$ cat config.mk
export PLATFORM = sky130hd
export DESIGN_NAME = wb_cmd_master_flat
export DESIGN_NICKNAME = d
export VERILOG_FILES = /design/src/rtl/wb_cmd_master_if.sv /design/src/rtl/wb_cmd_master.sv /design/src/flat_wrapper.sv
export SDC_FILE = /design/constraint.sdc
export NUM_CORES = 1
export LEC_CHECK = 0
export CAP_MARGIN = 20
export CORE_UTILIZATION = 41
export CTS_CLUSTER_SIZE = 8
export DETAILED_ROUTE_END_ITERATION = 7
export PLACE_DENSITY = 0.76
export SLEW_MARGIN = 30
export SYNTH_ARGS = -nofsm -noshare
export SYNTH_HDL_FRONTEND = slang
export SYNTH_SLANG_ARGS = --single-unit
export TNS_END_PERCENT = 30
$ cat constraint.sdc
create_clock -name wb_clk_i -period 2.4 [get_ports wb_clk_i]
set_input_delay 0.36 -clock wb_clk_i [delete_from_list [all_inputs] [get_ports wb_clk_i]]
set_output_delay 0.36 -clock wb_clk_i [all_outputs]
set_load 0.03 [all_outputs]
$ cat src/rtl/wb_cmd_master_if.sv
// Command, response and Wishbone classic signals of the single-transfer bus master.
// The master modport is the DUT view; the slave modport is the view of whatever drives it.
interface wb_cmd_master_if;
  logic        cmd_valid;
  logic        cmd_ready;
  logic        cmd_we;
  logic [3:0]  cmd_sel;
  logic [31:0] cmd_adr;
  logic [31:0] cmd_dat;
  logic        rsp_valid;
  logic        rsp_ready;
  logic [31:0] rsp_dat;
  logic [1:0]  rsp_status;
  logic        wb_cyc_o;
  logic        wb_stb_o;
  logic        wb_we_o;
  logic [3:0]  wb_sel_o;
  logic [31:0] wb_adr_o;
  logic [31:0] wb_dat_o;
  logic [31:0] wb_dat_i;
  logic        wb_ack_i;
  logic        wb_err_i;

  modport master (
    input  cmd_valid, cmd_we, cmd_sel, cmd_adr, cmd_dat, rsp_ready,
    input  wb_dat_i, wb_ack_i, wb_err_i,
    output cmd_ready, rsp_valid, rsp_dat, rsp_status,
    output wb_cyc_o, wb_stb_o, wb_we_o, wb_sel_o, wb_adr_o, wb_dat_o
  );

  modport slave (
    output cmd_valid, cmd_we, cmd_sel, cmd_adr, cmd_dat, rsp_ready,
    output wb_dat_i, wb_ack_i, wb_err_i,
    input  cmd_ready, rsp_valid, rsp_dat, rsp_status,
    input  wb_cyc_o, wb_stb_o, wb_we_o, wb_sel_o, wb_adr_o, wb_dat_o
  );
endinterface

$ cat src/rtl/wb_cmd_master.sv
// Wishbone classic single-transfer master: one command per bus cycle, response held until rsp_ready.
// Response appears the cycle after ack/err/timeout is sampled; commands stall (cmd_ready low) outside IDLE.
module wb_cmd_master #(
  parameter int TIMEOUT = 255,
  parameter int TO_W    = 16
) (
  input  logic           wb_clk_i,
  input  logic           wb_rst_i,
  wb_cmd_master_if.master bus
);

  typedef enum logic [1:0] {IDLE, BUS, RESP} state_t;

  localparam logic [TO_W-1:0] TO_LAST = TO_W'(TIMEOUT - 1);

  state_t          state_q, state_d;
  logic            cyc_q, cyc_d;
  logic            stb_q, stb_d;
  logic            we_q, we_d;
  logic [3:0]      sel_q, sel_d;
  logic [31:0]     adr_q, adr_d;
  logic [31:0]     dat_q, dat_d;
  logic            rsp_valid_q, rsp_valid_d;
  logic [31:0]     rsp_dat_q, rsp_dat_d;
  logic [1:0]      rsp_status_q, rsp_status_d;
  logic [TO_W-1:0] cnt_q, cnt_d;

  assign bus.cmd_ready  = (state_q == IDLE) && !wb_rst_i;
  assign bus.wb_cyc_o   = cyc_q;
  assign bus.wb_stb_o   = stb_q;
  assign bus.wb_we_o    = we_q;
  assign bus.wb_sel_o   = sel_q;
  assign bus.wb_adr_o   = adr_q;
  assign bus.wb_dat_o   = dat_q;
  assign bus.rsp_valid  = rsp_valid_q;
  assign bus.rsp_dat    = rsp_dat_q;
  assign bus.rsp_status = rsp_status_q;

  always_comb begin
    state_d      = state_q;
    cyc_d        = cyc_q;
    stb_d        = stb_q;
    we_d         = we_q;
    sel_d        = sel_q;
    adr_d        = adr_q;
    dat_d        = dat_q;
    rsp_valid_d  = rsp_valid_q;
    rsp_dat_d    = rsp_dat_q;
    rsp_status_d = rsp_status_q;
    cnt_d        = cnt_q;

    case (state_q)
      IDLE: begin
        if (bus.cmd_valid) begin
          cyc_d   = 1'b1;
          stb_d   = 1'b1;
          we_d    = bus.cmd_we;
          sel_d   = bus.cmd_sel;
          adr_d   = bus.cmd_adr;
          dat_d   = bus.cmd_dat;
          cnt_d   = '0;
          state_d = BUS;
        end
      end
      BUS: begin
        // ack takes priority over err when a slave raises both
        if (bus.wb_ack_i || bus.wb_err_i || cnt_q == TO_LAST) begin
          cyc_d       = 1'b0;
          stb_d       = 1'b0;
          we_d        = 1'b0;
          sel_d       = '0;
          rsp_valid_d = 1'b1;
          state_d     = RESP;
          if (bus.wb_ack_i) begin
            rsp_dat_d    = we_q ? 32'd0 : bus.wb_dat_i;
            rsp_status_d = 2'b00;
          end else if (bus.wb_err_i) begin
            rsp_dat_d    = 32'd0;
            rsp_status_d = 2'b01;
          end else begin
            rsp_dat_d    = 32'd0;
            rsp_status_d = 2'b10;
          end
        end else begin
          cnt_d = cnt_q + 1'b1;
        end
      end
      RESP: begin
        if (bus.rsp_ready) begin
          rsp_valid_d = 1'b0;
          state_d     = IDLE;
        end
      end
      default: state_d = IDLE;
    endcase
  end

  always_ff @(posedge wb_clk_i) begin
    if (wb_rst_i) begin
      state_q      <= IDLE;
      cyc_q        <= 1'b0;
      stb_q        <= 1'b0;
      we_q         <= 1'b0;
      sel_q        <= '0;
      adr_q        <= '0;
      dat_q        <= '0;
      rsp_valid_q  <= 1'b0;
      rsp_dat_q    <= '0;
      rsp_status_q <= 2'b00;
      cnt_q        <= '0;
    end else begin
      state_q      <= state_d;
      cyc_q        <= cyc_d;
      stb_q        <= stb_d;
      we_q         <= we_d;
      sel_q        <= sel_d;
      adr_q        <= adr_d;
      dat_q        <= dat_d;
      rsp_valid_q  <= rsp_valid_d;
      rsp_dat_q    <= rsp_dat_d;
      rsp_status_q <= rsp_status_d;
      cnt_q        <= cnt_d;
    end
  end

endmodule
$ cat src/flat_wrapper.sv
// flat-port wrapper written by rule: the top's interface ports become plain ports
module wb_cmd_master_flat 
#(
  parameter int TIMEOUT = 255,
  parameter int TO_W    = 16
)
  (wb_clk_i, wb_rst_i, bus_cmd_valid, bus_cmd_we, bus_cmd_sel, bus_cmd_adr, bus_cmd_dat, bus_rsp_ready, bus_wb_dat_i, bus_wb_ack_i, bus_wb_err_i, bus_cmd_ready, bus_rsp_valid, bus_rsp_dat, bus_rsp_status, bus_wb_cyc_o, bus_wb_stb_o, bus_wb_we_o, bus_wb_sel_o, bus_wb_adr_o, bus_wb_dat_o);
  wb_cmd_master_if bus_i ();
  input  logic wb_clk_i;
  input  logic wb_rst_i;
  input wire logic [$bits(bus_i.cmd_valid)-1:0] bus_cmd_valid;
  input wire logic [$bits(bus_i.cmd_we)-1:0] bus_cmd_we;
  input wire logic [$bits(bus_i.cmd_sel)-1:0] bus_cmd_sel;
  input wire logic [$bits(bus_i.cmd_adr)-1:0] bus_cmd_adr;
  input wire logic [$bits(bus_i.cmd_dat)-1:0] bus_cmd_dat;
  input wire logic [$bits(bus_i.rsp_ready)-1:0] bus_rsp_ready;
  input wire logic [$bits(bus_i.wb_dat_i)-1:0] bus_wb_dat_i;
  input wire logic [$bits(bus_i.wb_ack_i)-1:0] bus_wb_ack_i;
  input wire logic [$bits(bus_i.wb_err_i)-1:0] bus_wb_err_i;
  output wire logic [$bits(bus_i.cmd_ready)-1:0] bus_cmd_ready;
  output wire logic [$bits(bus_i.rsp_valid)-1:0] bus_rsp_valid;
  output wire logic [$bits(bus_i.rsp_dat)-1:0] bus_rsp_dat;
  output wire logic [$bits(bus_i.rsp_status)-1:0] bus_rsp_status;
  output wire logic [$bits(bus_i.wb_cyc_o)-1:0] bus_wb_cyc_o;
  output wire logic [$bits(bus_i.wb_stb_o)-1:0] bus_wb_stb_o;
  output wire logic [$bits(bus_i.wb_we_o)-1:0] bus_wb_we_o;
  output wire logic [$bits(bus_i.wb_sel_o)-1:0] bus_wb_sel_o;
  output wire logic [$bits(bus_i.wb_adr_o)-1:0] bus_wb_adr_o;
  output wire logic [$bits(bus_i.wb_dat_o)-1:0] bus_wb_dat_o;
  assign bus_i.cmd_valid = bus_cmd_valid;
  assign bus_i.cmd_we = bus_cmd_we;
  assign bus_i.cmd_sel = bus_cmd_sel;
  assign bus_i.cmd_adr = bus_cmd_adr;
  assign bus_i.cmd_dat = bus_cmd_dat;
  assign bus_i.rsp_ready = bus_rsp_ready;
  assign bus_i.wb_dat_i = bus_wb_dat_i;
  assign bus_i.wb_ack_i = bus_wb_ack_i;
  assign bus_i.wb_err_i = bus_wb_err_i;
  assign bus_cmd_ready = bus_i.cmd_ready;
  assign bus_rsp_valid = bus_i.rsp_valid;
  assign bus_rsp_dat = bus_i.rsp_dat;
  assign bus_rsp_status = bus_i.rsp_status;
  assign bus_wb_cyc_o = bus_i.wb_cyc_o;
  assign bus_wb_stb_o = bus_i.wb_stb_o;
  assign bus_wb_we_o = bus_i.wb_we_o;
  assign bus_wb_sel_o = bus_i.wb_sel_o;
  assign bus_wb_adr_o = bus_i.wb_adr_o;
  assign bus_wb_dat_o = bus_i.wb_dat_o;
  wb_cmd_master #(.TIMEOUT(TIMEOUT), .TO_W(TO_W)) u_core (.wb_clk_i(wb_clk_i), .wb_rst_i(wb_rst_i), .bus(bus_i));
endmodule
* Word level (Yosys, flattened, before mapping)
Cells that the tools add are included.
Word-level totals: flip-flop bits (word level) 123, word-level logic and storage cells 53, output and inout port bits 107, bits of input ports 107
Cells by class: muxes and demuxes 22, equal/unequal tests 7, reduce and logical (&&, ||, !) cells 13, add/sub/neg operators 1
Operators with widths (number):
- 2-to-1 mux 32 bit | 2
- 2-to-1 mux 16 bit | 2
- one-hot mux 16 bit (2 select lines) | 1
- adder 16 x 1 -> 16 bit (second input constant) | 1
- equality test 16 x 8 -> 1 bit (second input constant) | 1
- AND reduction 3 bit | 4
- 2-to-1 mux 2 bit | 5
- 2-to-1 mux 4 bit | 2
- one-hot mux 4 bit (2 select lines) | 1
- inequality test 2 bit (second input constant) | 3
- one-hot mux 1 bit (2 select lines) | 3
- one-hot mux 2 bit (3 select lines) | 1
- 2-to-1 mux 1 bit | 5
- AND reduction 2 bit | 2
- nonzero test 2 bit | 2
- equality test 2 x 1 -> 1 bit (second input constant) | 1
- equality test 2 bit (second input constant) | 1
- logical NOT 2 bit | 1
- logical OR 1 bit | 2
- inequality test 2 x 1 -> 1 bit (second input constant) | 1
- logical AND 1 bit | 1
- logical NOT 1 bit | 1

* Logic depth before layout (Yosys ltp)
Gate-level depths: netlist (run 1).
depth in word-level cells 4, gate-level depth with buffers 8, mapped depth without buffers 7

* Least setup slack after synthesis (run 1)
OpenSTA, ideal clock, no wires.
kind input to output, start in wb_rst_i, end out bus_cmd_ready, arrival 1393 ps, buffers on the path 2, data required time 2040 ps, setup slack 647 ps, stages on the path 3, cells stage by stage clkbuf_1 > clkbuf_1 > nor3_1
On the way: longest elaborated chain between the ends 2
Ends and longest elaborated chain:
- start, declared | RTL line flat_wrapper.sv:10 | input logic wb_rst_i;
- logical NOT 1 bit | RTL line wb_cmd_master.sv:28 | assign bus.cmd_ready = (state_q == IDLE) && !wb_rst_i;
- logical AND 1 bit | RTL line wb_cmd_master.sv:28
- end, declared | RTL line flat_wrapper.sv:20 | output wire logic [$bits(bus_i.cmd_ready)-1:0] bus_cmd_ready;
Every way passes these cells.

* Final worst setup path (run 1)
start reg u_core.cnt_q[1], end reg u_core.cnt_q[6]
On the way: longest elaborated chain between the ends 4, elaborated cells between the ends (all ways) 7, those cells by class add/sub (1); eq/ne (2); mux (2); reduce/logical (2)
Ends and longest elaborated chain:
- start, declared | RTL line wb_cmd_master.sv:26 | logic [TO_W-1:0] cnt_q, cnt_d;
- start signal, assigned | RTL line wb_cmd_master.sv:122 | cnt_q <= cnt_d;
- parallel branches: the longest is 4 deep, another holds adder 16 x 1 -> 16 bit
Several ways; the timed one is not identified. The select of a mux whose other input is x is not followed. A chain may end at the register's enable or synchronous reset.

==> impl.org, run 1 <==
** Run status
- Outcome :: completed

** Worst setup path
- On the critical path the largest part of the delay comes from compound AO/OA/AOI/OAI gates.
- Across all register-to-register paths, the minimum setup slack is roughly 0.31 ns.
- Endpoint type of the worst setup path :: register
- The worst setup path is of the register to register kind.
- In this run the worst path has a maximum fanout of 8.
- Startpoint of the most critical register-to-register path :: u_core.cnt_q[1]
- Worst reg-to-reg path cell count :: 6
- STA classifies the critical path startpoint as a register.
- Capturing point of the worst reg2reg path :: u_core.cnt_q[6]
- Crit path buf inv count :: 0
- Required time reported for the critical path endpoint :: 2.71 ns
- Signal arrival time at the worst endpoint :: 2.40 ns
- The largest individual stage delay along the critical path comes from the cell sky130_fd_sc_hd__a21boi_1.
- Worst path max stage delay :: around 0.52 ns
- Critical Path, Cell by Cell :: ha_1 > nor4b_2 > nand4_2 > a21boi_1 > o21ai_0 > o31ai_1

** Power and ir drop
- For this design the static power due to leakage is 2.718 nW.
- Across the VDD grid, the largest voltage drop is 0.0005096 V.
- Total power per unit cell area :: 725.4 nW/um2
- Summing internal, switching and leakage power gives roughly 5.5 mW.

** Floorplanning
- Row cnt :: 38
- The region available for standard cell placement spans around 11000 um2.
- The die covers 12010 um2.
- Width of the die :: 109.6 um
- The initial utilization of the core area, before any placement, comes to 42.83%.
- In this run the count of I/O pins placed on the die edge is 214.
- Measured along the y axis, the die boundary spans 109.6 um.

** Synthesis
- Post-synthesis sequential element count :: roughly 120
- Number of nets produced by synthesis :: 690
- Share of synthesized area occupied by flip-flops and latches :: 51.90%
- Mean cell area of the mapped netlist :: approximately 8.2 um2
- Cell area after technology mapping :: approximately 4700 um2
- Main area contributors after synthesis :: sky130_fd_sc_hd__dfxtp_1, sky130_fd_sc_hd__nand2_1, sky130_fd_sc_hd__a21oi_1, sky130_fd_sc_hd__nand2b_1, sky130_fd_sc_hd__nand3_1
- Proportion of netlist area held by the largest area contributor :: a little over 50%
- Post-synth EDFFs :: 0
- Leading cell type by number of instances after synthesis :: sky130_fd_sc_hd__nand2_1
- Summed over all instances, the cell type with the most area after synthesis is sky130_fd_sc_hd__dfxtp_1.
- Synth Instances :: 581
- In the synthesized netlist the dominant register cell turns out to be sky130_fd_sc_hd__dfxtp_1.
- Yosys synthesis warning count :: 0
- The commonest cells after synthesis are sky130_fd_sc_hd__nand2_1, sky130_fd_sc_hd__dfxtp_1, sky130_fd_sc_hd__a21oi_1.
- The netlist uses 42 different library cells.
- In the synthesized netlist the async set-or-reset flop fraction comes to 0%.

** Flow run
- Count of maximum capacitance violations :: 0

** Hold path
- Endpoint of the worst hold path :: u_core.cnt_q[5]
- Hold wc startpoint :: wb_rst_i
- Counting instances, the worst hold path has a depth of 4.
- The min-delay analysis places its worst path in the category input port to register.

** Placed design
- Before CTS, the worst setup slack after placement is 0.2945 ns.
- Summed over all nets, the half-perimeter wirelength after detailed placement is 9.982 mm.
- Final weighted congestion of routability-driven global placement :: 0.8506
- The count of buffers added on input and output ports is 213.
- In this run, placement finished with an instance count of between 900 and 1000.

** Clocking
- Counting along the longest clock path gives a buffer depth of 2.
- Clock edge transition at the registers on the reported setup and hold paths :: 0.05 ns
- After clock tree synthesis, the flow added hold-fix buffers numbering 0.
- TritonCTS built the clock tree.
- CTS resizes :: 0
- Counting the buffers created by CTS gives 17.
- The number of setup buffers added after CTS is 0.
- The cell sitting at the root of the clock tree is a sky130_fd_sc_hd__clkbuf_16.
- CTS built an H-tree with a depth of 4.
- CTS saw 123 sinks.
- Clk Latency, worst-skew pair :: roughly 0.41 ns

** Route
- Via Count :: roughly 4800
- For this run, the detailed router's first-pass iteration total came to 4.
- Wires add up to 14.39 mm.
- After the first detailed-routing iteration, the DRC count stood at 248.
- Dividing the detail-routed wire length by the instance count gives approximately 15 um.
- The detail route stage leaves a number of antenna-violating nets equal to 0.
- After detailed routing, the number of vias per cell comes to ~5.2.
- Post-detailed-route DRC marker count :: 0

** Final layout
- The area growth from synthesis to layout is 58.49%.
- Non-filler cells in the finished layout :: 935
- Of the cells placed in the final design, the portion with a size suffix greater than 1 is 6.541%.
- Final net count :: 891
- Fill cells :: 896
- Antenna diode instance count :: 0

** Global routing
- Global routing consumed, over all layers together, 24.61% of the routing resources.
- Pin count of the biggest net entering global routing :: 73
- The first global-routing pass estimated 22.51 mm of wire.
- After global routing the overflow that remains totals 0.
- The initial antenna violation count was 0.
- Via count of the first global-routing pass :: 4788

** STA
- For this run, the top clock speed supported by timing is 0.4779 GHz.
- Final worst hold slack :: 0.3288 ns
- The number of max-slew violations in the final report came to 0.
- At the pin with the least slew margin, the transition time is 0.6485 ns.
- Setup clock skew after layout :: 0.009033 ns
- The number of endpoints with negative hold slack in the final report was 0.
- Smallest setup slack after layout :: 0.3076 ns
- The worst pin sits at a relative slew slack of between 50% and 60%.
- Setup violations remaining at the end of the flow were counted as 0.
- The worst path uses 87.18% of the clock period.
- Setup repair after global routing left no endpoint under its margin.
- The worst path needs 2.092 ns of the cycle, external delays included.
- Total negative slack :: 0 ns
-- power by group --
part	total (mW)	leakage (nW)	internal, mW	switching, mW
logic	0.894	1.44	0.407	0.487
registers	2.20	1.00	2.14	0.0561
clock network	2.36	0.274	1.49	0.868
total	5.45	2.72	4.04	1.41
-- layout make-up --
type | instances | area, um2 | share of cell area, %
clock buffers | 24 | 481.7 | 6.406
clock inverters | 8 | 67.56 | 0.8985
inverters | 3 | 11.26 | 0.1498
multi-input cells | 415 | 2112 | 28.09
flip-flops and latches | 123 | 2462 | 32.75
well taps | 140 | 175.2 | 2.329
repair buffers | 222 | 2210 | 29.38
-- registers in the layout, indices dropped and copies added, names as in the netlist, 2 cells and up --
signal,flops
u_core.bus.wb_dat_o,32
u_core.bus.rsp_status,2
u_core.bus.wb_sel_o,4
u_core.bus.rsp_dat,32
u_core.bus.wb_adr_o,32
u_core.cnt_q,16
u_core.state_q,2
-- cells in the final DEF, fill, tap and decap left out, types with 2 or more instances in the layout --
| cell | instances |
|---|---|
| sky130_fd_sc_hd__o21ai_0 | 42 |
| sky130_fd_sc_hd__o41ai_1 | 3 |
| sky130_fd_sc_hd__and3_1 | 2 |
| sky130_fd_sc_hd__a21oi_1 | 70 |
| sky130_fd_sc_hd__clkbuf_8 | 3 |
| sky130_fd_sc_hd__nand4_1 | 4 |
| sky130_fd_sc_hd__dfxtp_1 | 123 |
| sky130_fd_sc_hd__buf_4 | 9 |
| sky130_fd_sc_hd__clkinv_2 | 6 |
| sky130_fd_sc_hd__nor2_1 | 27 |
| sky130_fd_sc_hd__ha_1 | 2 |
| sky130_fd_sc_hd__inv_1 | 3 |
| sky130_fd_sc_hd__nor3_1 | 4 |
| sky130_fd_sc_hd__nor2b_1 | 3 |
| sky130_fd_sc_hd__nand3_1 | 43 |
| sky130_fd_sc_hd__clkbuf_16 | 17 |
| sky130_fd_sc_hd__mux2_2 | 3 |
| sky130_fd_sc_hd__nor4_1 | 5 |
| sky130_fd_sc_hd__clkbuf_1 | 4 |
| sky130_fd_sc_hd__o31ai_1 | 7 |
| sky130_fd_sc_hd__nand2_1 | 140 |
| sky130_fd_sc_hd__nand2b_1 | 35 |
| sky130_fd_sc_hd__clkdlybuf4s50_1 | 212 |
| sky130_fd_sc_hd__a31oi_1 | 3 |
| sky130_fd_sc_hd__and4_1 | 2 |
-- worst max-delay path by stage --
| stage | start | end | cells past startpoint |
|---|---|---|---|
| 6_report | u_core.cnt_q[1] | u_core.cnt_q[6] | 6 |
| 5_1_grt | u_core.cnt_q[0] | u_core.cnt_q[6] | 7 |
| 4_1_cts | u_core.state_q[0] | bus_cmd_ready | 2 |
| 3_5_place_dp | bus_wb_ack_i | u_core.cnt_q[6] | 5 |
| 3_3_place_gp | bus_wb_err_i | u_core.cnt_q[6] | 5 |
| 2_1_floorplan | wb_rst_i | bus_cmd_ready | 3 |
-- per-layer routing --
layer	up-vias	track usage [%]	wire, um
met5	-	0	0
met2	194	41.37	7122
met3	28	11.20	1509
li1	2373	-	-
met1	2224	26.74	5480
met4	0	10.38	275
-- stage by stage --
| step | instance area (um2) | util [%] |
|---|---|---|
| after floorplan | 4745 | - |
| after global placement | 6970 | 62.92 |
| after detailed placement | 6970 | 62.92 |
| after CTS | 7520 | 67.88 |
| after global routing | 7520 | 67.88 |
| final | 7520 | 67.88 |
-- worst reg2reg max path, stage by stage, from the launching register on --
cell                       delay (ns)
sky130_fd_sc_hd__dfxtp_1         0.40
sky130_fd_sc_hd__ha_1            0.17
sky130_fd_sc_hd__nor4b_2         0.30
sky130_fd_sc_hd__nand4_2         0.28
sky130_fd_sc_hd__a21boi_1        0.52
sky130_fd_sc_hd__o21ai_0         0.21
sky130_fd_sc_hd__o31ai_1         0.11
-- cells by family after synthesis --
logic type / synth area share, %
simple gates: 27.56
flops: 51.90
fa+ha+maj: 0.5273
mux: 0.7120
compound gates: 15.43
buf+inv: 3.877
(Power assumes the default switching activity.)
==> run 2: changes to the inputs <==
--- a/config.mk
+++ b/config.mk
@@ -5,7 +5,6 @@
 export SDC_FILE = /design/constraint.sdc
 export NUM_CORES = 1
 export LEC_CHECK = 0
-export CAP_MARGIN = 20
 export CORE_UTILIZATION = 41
 export CTS_CLUSTER_SIZE = 8
 export DETAILED_ROUTE_END_ITERATION = 7
==> results of run 2 <==
No change in the layout: final DEF, timing and power equal those of run 1.
